`src/rtl/ir_queue_if.sv`:
```
// Handshake bundle between instruction fetch (master) and the ir_queue (slave).
// IR_PARITY_EN adds the parity error output and the error-injection input.
interface ir_queue_if #(
  parameter int WIDTH = 32,
  parameter int CNT_W = 3
);
  logic [WIDTH-1:0] instructionIn;
  logic             IRWre;
  logic             IRPop;
  logic             IRFlush;
  logic [WIDTH-1:0] instructionOut;
  logic             irValid;
  logic             irFull;
  logic [CNT_W-1:0] irCount;
  logic             pushDrop;
`ifdef IR_PARITY_EN
  logic             irInjectErr;
  logic             irParityErr;

  modport master (
    output instructionIn, IRWre, IRPop, IRFlush, irInjectErr,
    input  instructionOut, irValid, irFull, irCount, pushDrop, irParityErr
  );
  modport slave (
    input  instructionIn, IRWre, IRPop, IRFlush, irInjectErr,
    output instructionOut, irValid, irFull, irCount, pushDrop, irParityErr
  );
`else
  modport master (
    output instructionIn, IRWre, IRPop, IRFlush,
    input  instructionOut, irValid, irFull, irCount, pushDrop
  );
  modport slave (
    input  instructionIn, IRWre, IRPop, IRFlush,
    output instructionOut, irValid, irFull, irCount, pushDrop
  );
`endif
endinterface

```
`src/rtl/ir_queue.sv`:
```
// Circular instruction queue replacing the single-entry IR; flushable on redirect.
// Optional macro IR_PARITY_EN adds a per-entry even-parity bit and irParityErr.
module ir_queue #(
  parameter int WIDTH = 32,
  parameter int DEPTH = 4,
  parameter int CNT_W = $clog2(DEPTH + 1)
) (
  input logic       CLK,
  input logic       RST_N,
  ir_queue_if.slave irq
);
  localparam int PTR_W = $clog2(DEPTH);

  function automatic logic even_parity(input logic [WIDTH-1:0] word);
    even_parity = ^word;
  endfunction

  logic [WIDTH-1:0] mem_r [DEPTH];
  logic [PTR_W-1:0] rd_ptr_r;
  logic [PTR_W-1:0] wr_ptr_r;
  logic [CNT_W-1:0] cnt_r;
  logic             valid_r;
  logic             full_r;
  logic             drop_r;
  logic [WIDTH-1:0] head_r;

  logic             push_ok_s;
  logic             pop_ok_s;
  logic             drop_s;
  logic             bypass_s;
  logic [PTR_W-1:0] rd_nxt_s;
  logic [PTR_W-1:0] wr_nxt_s;
  logic [CNT_W-1:0] cnt_nxt_s;
  logic [WIDTH-1:0] head_nxt_s;

`ifdef IR_PARITY_EN
  logic             par_mem_r [DEPTH];
  logic             par_err_r;
  logic             par_in_s;
  logic             par_head_s;
  logic             par_err_nxt_s;
`endif

  // Accept/reject decisions; flush overrides push and pop, pop needs a valid head.
  always_comb begin
    push_ok_s = 1'b0;
    pop_ok_s  = 1'b0;
    drop_s    = 1'b0;
    if (irq.IRFlush) begin
      push_ok_s = 1'b0;
      pop_ok_s  = 1'b0;
      drop_s    = 1'b0;
    end else begin
      push_ok_s = irq.IRWre && (!full_r || irq.IRPop);
      pop_ok_s  = irq.IRPop && valid_r;
      drop_s    = irq.IRWre && full_r && !irq.IRPop;
    end
  end

  // Next pointers and occupancy.
  always_comb begin
    rd_nxt_s  = rd_ptr_r;
    wr_nxt_s  = wr_ptr_r;
    cnt_nxt_s = cnt_r;
    if (irq.IRFlush) begin
      rd_nxt_s  = {PTR_W{1'b0}};
      wr_nxt_s  = {PTR_W{1'b0}};
      cnt_nxt_s = {CNT_W{1'b0}};
    end else begin
      if (push_ok_s) begin
        wr_nxt_s = wr_ptr_r + PTR_W'(1);
      end else begin
        wr_nxt_s = wr_ptr_r;
      end
      if (pop_ok_s) begin
        rd_nxt_s = rd_ptr_r + PTR_W'(1);
      end else begin
        rd_nxt_s = rd_ptr_r;
      end
      case ({push_ok_s, pop_ok_s})
        2'b10:   cnt_nxt_s = cnt_r + CNT_W'(1);
        2'b01:   cnt_nxt_s = cnt_r - CNT_W'(1);
        default: cnt_nxt_s = cnt_r;
      endcase
    end
  end

  // The new head is the word being written this cycle when the read pointer lands on the write slot.
  always_comb begin
    bypass_s = push_ok_s && (rd_nxt_s == wr_ptr_r);
    if (cnt_nxt_s == {CNT_W{1'b0}}) begin
      head_nxt_s = {WIDTH{1'b0}};
    end else if (bypass_s) begin
      head_nxt_s = irq.instructionIn;
    end else begin
      head_nxt_s = mem_r[rd_nxt_s];
    end
  end

  // Entry storage; contents need no reset because head/valid gate every read.
  always_ff @(posedge CLK) begin
    if (push_ok_s) begin
      mem_r[wr_ptr_r] <= irq.instructionIn;
    end
  end

  // Pointer, count and registered output state.
  always_ff @(posedge CLK or negedge RST_N) begin
    if (!RST_N) begin
      rd_ptr_r <= {PTR_W{1'b0}};
      wr_ptr_r <= {PTR_W{1'b0}};
      cnt_r    <= {CNT_W{1'b0}};
      valid_r  <= 1'b0;
      full_r   <= 1'b0;
      drop_r   <= 1'b0;
      head_r   <= {WIDTH{1'b0}};
    end else begin
      rd_ptr_r <= rd_nxt_s;
      wr_ptr_r <= wr_nxt_s;
      cnt_r    <= cnt_nxt_s;
      valid_r  <= (cnt_nxt_s != {CNT_W{1'b0}});
      full_r   <= (cnt_nxt_s == CNT_W'(DEPTH));
      drop_r   <= drop_s;
      head_r   <= head_nxt_s;
    end
  end

  assign irq.instructionOut = head_r;
  assign irq.irValid        = valid_r;
  assign irq.irFull         = full_r;
  assign irq.irCount        = cnt_r;
  assign irq.pushDrop       = drop_r;

`ifdef IR_PARITY_EN
  // Stored parity of the next head, inverted on injection, checked against the head word.
  always_comb begin
    par_in_s = even_parity(irq.instructionIn) ^ irq.irInjectErr;
    if (bypass_s) begin
      par_head_s = par_in_s;
    end else begin
      par_head_s = par_mem_r[rd_nxt_s];
    end
    if (cnt_nxt_s == {CNT_W{1'b0}}) begin
      par_err_nxt_s = 1'b0;
    end else begin
      par_err_nxt_s = (par_head_s != even_parity(head_nxt_s));
    end
  end

  // Parity bit storage alongside the entry storage.
  always_ff @(posedge CLK) begin
    if (push_ok_s) begin
      par_mem_r[wr_ptr_r] <= par_in_s;
    end
  end

  // Registered parity error flag.
  always_ff @(posedge CLK or negedge RST_N) begin
    if (!RST_N) begin
      par_err_r <= 1'b0;
    end else begin
      par_err_r <= par_err_nxt_s;
    end
  end

  assign irq.irParityErr = par_err_r;
`endif

endmodule

```
`src/flat_wrapper.sv`:
```
// flat-port wrapper written by rule: the top's interface ports become plain ports
module ir_queue_flat 
#(
  parameter int WIDTH = 32,
  parameter int DEPTH = 4,
  parameter int CNT_W = $clog2(DEPTH + 1)
)
  (CLK, RST_N, irq_instructionIn, irq_IRWre, irq_IRPop, irq_IRFlush, irq_instructionOut, irq_irValid, irq_irFull, irq_irCount, irq_pushDrop);
  ir_queue_if #(.WIDTH(WIDTH), .CNT_W(CNT_W)) irq_i ();
  input logic CLK;
  input logic RST_N;
  input wire logic [$bits(irq_i.instructionIn)-1:0] irq_instructionIn;
  input wire logic [$bits(irq_i.IRWre)-1:0] irq_IRWre;
  input wire logic [$bits(irq_i.IRPop)-1:0] irq_IRPop;
  input wire logic [$bits(irq_i.IRFlush)-1:0] irq_IRFlush;
  output wire logic [$bits(irq_i.instructionOut)-1:0] irq_instructionOut;
  output wire logic [$bits(irq_i.irValid)-1:0] irq_irValid;
  output wire logic [$bits(irq_i.irFull)-1:0] irq_irFull;
  output wire logic [$bits(irq_i.irCount)-1:0] irq_irCount;
  output wire logic [$bits(irq_i.pushDrop)-1:0] irq_pushDrop;
  assign irq_i.instructionIn = irq_instructionIn;
  assign irq_i.IRWre = irq_IRWre;
  assign irq_i.IRPop = irq_IRPop;
  assign irq_i.IRFlush = irq_IRFlush;
  assign irq_instructionOut = irq_i.instructionOut;
  assign irq_irValid = irq_i.irValid;
  assign irq_irFull = irq_i.irFull;
  assign irq_irCount = irq_i.irCount;
  assign irq_pushDrop = irq_i.pushDrop;
  ir_queue #(.WIDTH(WIDTH), .DEPTH(DEPTH), .CNT_W(CNT_W)) u_core (.CLK(CLK), .RST_N(RST_N), .irq(irq_i));
endmodule
```
`config.mk`:
```
export PLATFORM = sky130hd
export DESIGN_NAME = ir_queue_flat
export DESIGN_NICKNAME = d
export VERILOG_FILES = /design/src/rtl/ir_queue_if.sv /design/src/rtl/ir_queue.sv /design/src/flat_wrapper.sv
export SDC_FILE = /design/constraint.sdc
export NUM_CORES = 1
export LEC_CHECK = 0
export BUFFER_PORTS_ARGS = -buffer_cell sky130_fd_sc_hd__buf_2
export CORE_MARGIN = 2
export CORE_UTILIZATION = 35
export CTS_CLUSTER_DIAMETER = 30
export DETAILED_ROUTE_END_ITERATION = 10
export GPL_TIMING_DRIVEN = 0
export PLACE_DENSITY = 0.6
export SLEW_MARGIN = 10
export SYNTH_ARGS = -nofsm -noshare
export SYNTH_HDL_FRONTEND = slang
export SYNTH_SLANG_ARGS = --single-unit
```
`constraint.sdc`:
```
create_clock -name CLK -period 3.35 [get_ports CLK]
set_input_delay 0.8375 -clock CLK [delete_from_list [all_inputs] [get_ports CLK]]
set_output_delay 0.8375 -clock CLK [all_outputs]
set_load 0.05 [all_outputs]
```
==> results.toml <==
[clocking]
clkSinkCount = 170
cts_buffers = 17
cts_buffer_depth = 2
cts_setup_buffers = 0
insertion_delay_ns = 0.42
cts_tree = "yes"
h-tree-depth = 4
root_buffer = "clkbuf_16"
clk_pin_slew_ns = 0.07
hold_buffers = 0

[synth]
postSynthAreaPerCell_sq_um = 15.3
synth_top_area_frac = 0.503
synthTopCellsByArea = "edfxtp_1, dfrtp_1, o211a_1"
syn-instance-count = 500
synthDistinctLibCells = 41
yosysWarnings = 0
synth_edf_count = 128
synth_seq_area_share = 0.640
syn_area_sq_um = 7640
ys_ff_latch = 170
async_flop_share = 0.247
syn-num-nets = 543
yosysTopAreaCell = "edfxtp_1"
synth_ff_type = "edfxtp_1"

[floorplan]
die_h_microns = 152
fp.coreArea_sq_um = 21600
die_w_microns = 152
rows = 54
start_util = 0.353
io_pins = 75
die_area_sq_um = 23000

[setup_path]
cp_max_fo = 19
rrSetupSlack_ns = 0.23
cp-end-kind = "register"
worstSetupEndpoint = "u_core.irq.instructionOut[15]"
worstPathArrival_ns = 3.53
crit_required_ns = 3.69
worstSetupPathType = "in -> reg"
crit-reg2reg-launch = "u_core.irq.irValid"
cp-startpoint = "irq_IRPop"
r2r-end = "u_core.irq.instructionOut[15]"
start_kind = "input port"
r2r_cells = 11

[timing]
grt_setup_unrepaired = "no"
worst_pin_slew_ns = 1.02
period_needed_ns = 3.19
clock.fmax_mhz = 313
finalHoldViolations = 0
setup_viol = 0
slew_violations = 0
fin_worst_skew_ns = 0.0111
hold_ws_ns = 0.597
finalCritPeriodShare = 0.952
max_slew_margin = 0.322

[final_layout]
fillCellCount = 2008
areaGrowthSynthToFinish_pct = 18.9
fin_util = 0.420
num-nets-final = 639
final_cell_mix = "edfxtp_1, buf_2, o211a_1, a211o_1, dfrtp_1"
drive_gt1_frac = 0.361
antenna_cells = 0
final_common_cell = "edfxtp_1"

[power_and_ir_drop]
power_leakage_uw = 0.00373
vdd_ir_drop_max_v = 0.000376
power_density_nw_per_um2 = 591

[drt]
drt_wl_total_mm = 19.1
dr.pass1.iters = 5
first_iter_violations = 361
vias = 4797
drtAntennaViolNets = 0
wl_per_cell_microns = 21.4
drc = 0
viasPerCell = 5.40

[grt]
groute.usage.overall = 0.173
grt_pass1_vias = 5162
antenna_found_initial = 2
grt.overflow.total = 0
grt_max_degree = 43
grt_pass1_wl_mm = 29.3

[place]
numPortBuffers = 74
post-dp-hpwl_mm = 12.1
place.gp.congestion = 0.791

[run_status]
status = "finished clean"

[worst_hold_path]
min_path_type = "in -> async"

[job]
cap_violations = 0
-- cells by family (layout without fill, tap and decap cells) --
| family | Yosys count | in the layout | synth area share |
|---|---|---|---|
| AO/OA/AOI/OAI | 200 | 200 | 0.251 |
| XOR/XNOR | 5 | 5 | 0.0106 |
| adder cells (fa/ha/maj) | 6 | 6 | 0.0108 |
| buffers and inverters | 57 | 166 | 0.0380 |
| flip-flops | 170 | 170 | 0.640 |
| multiplexers | 2 | 2 | 0.00426 |
| AND/OR/NAND/NOR | 60 | 60 | 0.0449 |
-- report_power, final --
part           switching [uW]  internal [uW]
Sequential               34.1           2370
Clock                     842           1260
Combinational             594            267
Total                    1470           3890
-- registers in the layout, summed over array words and instances (netlist names) --
name                       count
u_core.irq.instructionOut     32
u_core.irq.irCount             3
u_core.irq.irFull              1
u_core.irq.irValid             1
u_core.irq.pushDrop            1
u_core.mem_r                 128
u_core.rd_ptr_r                2
u_core.wr_ptr_r                2
-- critical path, stage by stage --
cell and delay (ns):
buf_2 0.14, and2_2 0.21, buf_4 0.22, and2_1 0.18
ha_1 0.21, fa_1 0.39, xnor2_1 0.15, or3_1 0.31
a21oi_1 0.26, nor2_2 0.14, buf_2 0.27, a21oi_2 0.19
-- metal layers --
layer | global-route usage | wire [microns] | share of wire | vias to the layer above
met3 | 0.0443 | 1140 | 0.060 | 19
li1 | - | - | - | 2195
met5 | 0 | 26 | 0.0014 | -
met1 | 0.210 | 7970 | 0.42 | 2429
met2 | 0.304 | 9750 | 0.51 | 150
met4 | 0.0481 | 180 | 0.0094 | 4
-- synthesized netlist by cell type (3+ instances only) --
master    instances
clkbuf_1         15
a211o_1          64
ha_1              5
o211a_1          64
dfrtp_1          42
buf_4             3
inv_1             4
buf_6             3
a21oi_2          30
nor2_1            6
o211ai_1          4
and2_1            5
edfxtp_1        128
o211ai_2         30
a21oi_1           4
nand3_1          34
buf_2            30
-- worst min path at each step --
stage,startpoint,to,slack (ns),depth (start not counted)
after floorplan,RST_N,u_core.irq.instructionOut[0],0.54,0
after global placement,u_core.irq.irCount[2],u_core.irq.irCount[2],0.58,2
after detailed placement,u_core.irq.irCount[2],u_core.irq.irCount[2],0.60,2
after CTS,u_core.irq.irCount[2],u_core.irq.irCount[2],0.60,2
after global routing,irq_instructionIn[15],u_core.mem_r[0][15],0.64,1
final,RST_N,u_core.irq.pushDrop,0.60,1
-- final cells by class --
| type | count | area, sq um | share of cell area |
|---|---|---|---|
| flip-flops and latches | 170 | 4890 | 0.539 |
| plain buffers | 50 | 262 | 0.0288 |
| clock buffers | 17 | 425 | 0.0468 |
| well taps | 280 | 350 | 0.0386 |
| inverters | 6 | 27.5 | 0.00303 |
| repair buffers | 78 | 450 | 0.0496 |
| clock inverters | 15 | 211 | 0.0233 |
| multi-input cells | 273 | 2460 | 0.271 |
-- metrics by stage --
| step | power (uW) | TNS (ns) | setup slack (ns) | cell area (sq um) | cells |
|---|---|---|---|---|---|
| after floorplan | 3040 | 0 | 0.109 | 7640 | 500 |
| after global placement | 3290 | -28.21 | -0.801 | 8360 | 854 |
| after detailed placement | 3310 | -24.95 | -0.826 | 8450 | 858 |
| after CTS | 5410 | 0 | 0.0512 | 9080 | 889 |
| after global routing | 5570 | 0 | 0.00177 | 9090 | 889 |
| final | 5370 | 0 | 0.160 | 9090 | 889 |
-- timing repair --
action	in CTS	in global routing
resized for setup	0	2
endpoints found under the hold margin	0	0
endpoints found under the setup margin	32	30
Note: power is estimated with default switching activity, not from simulation.
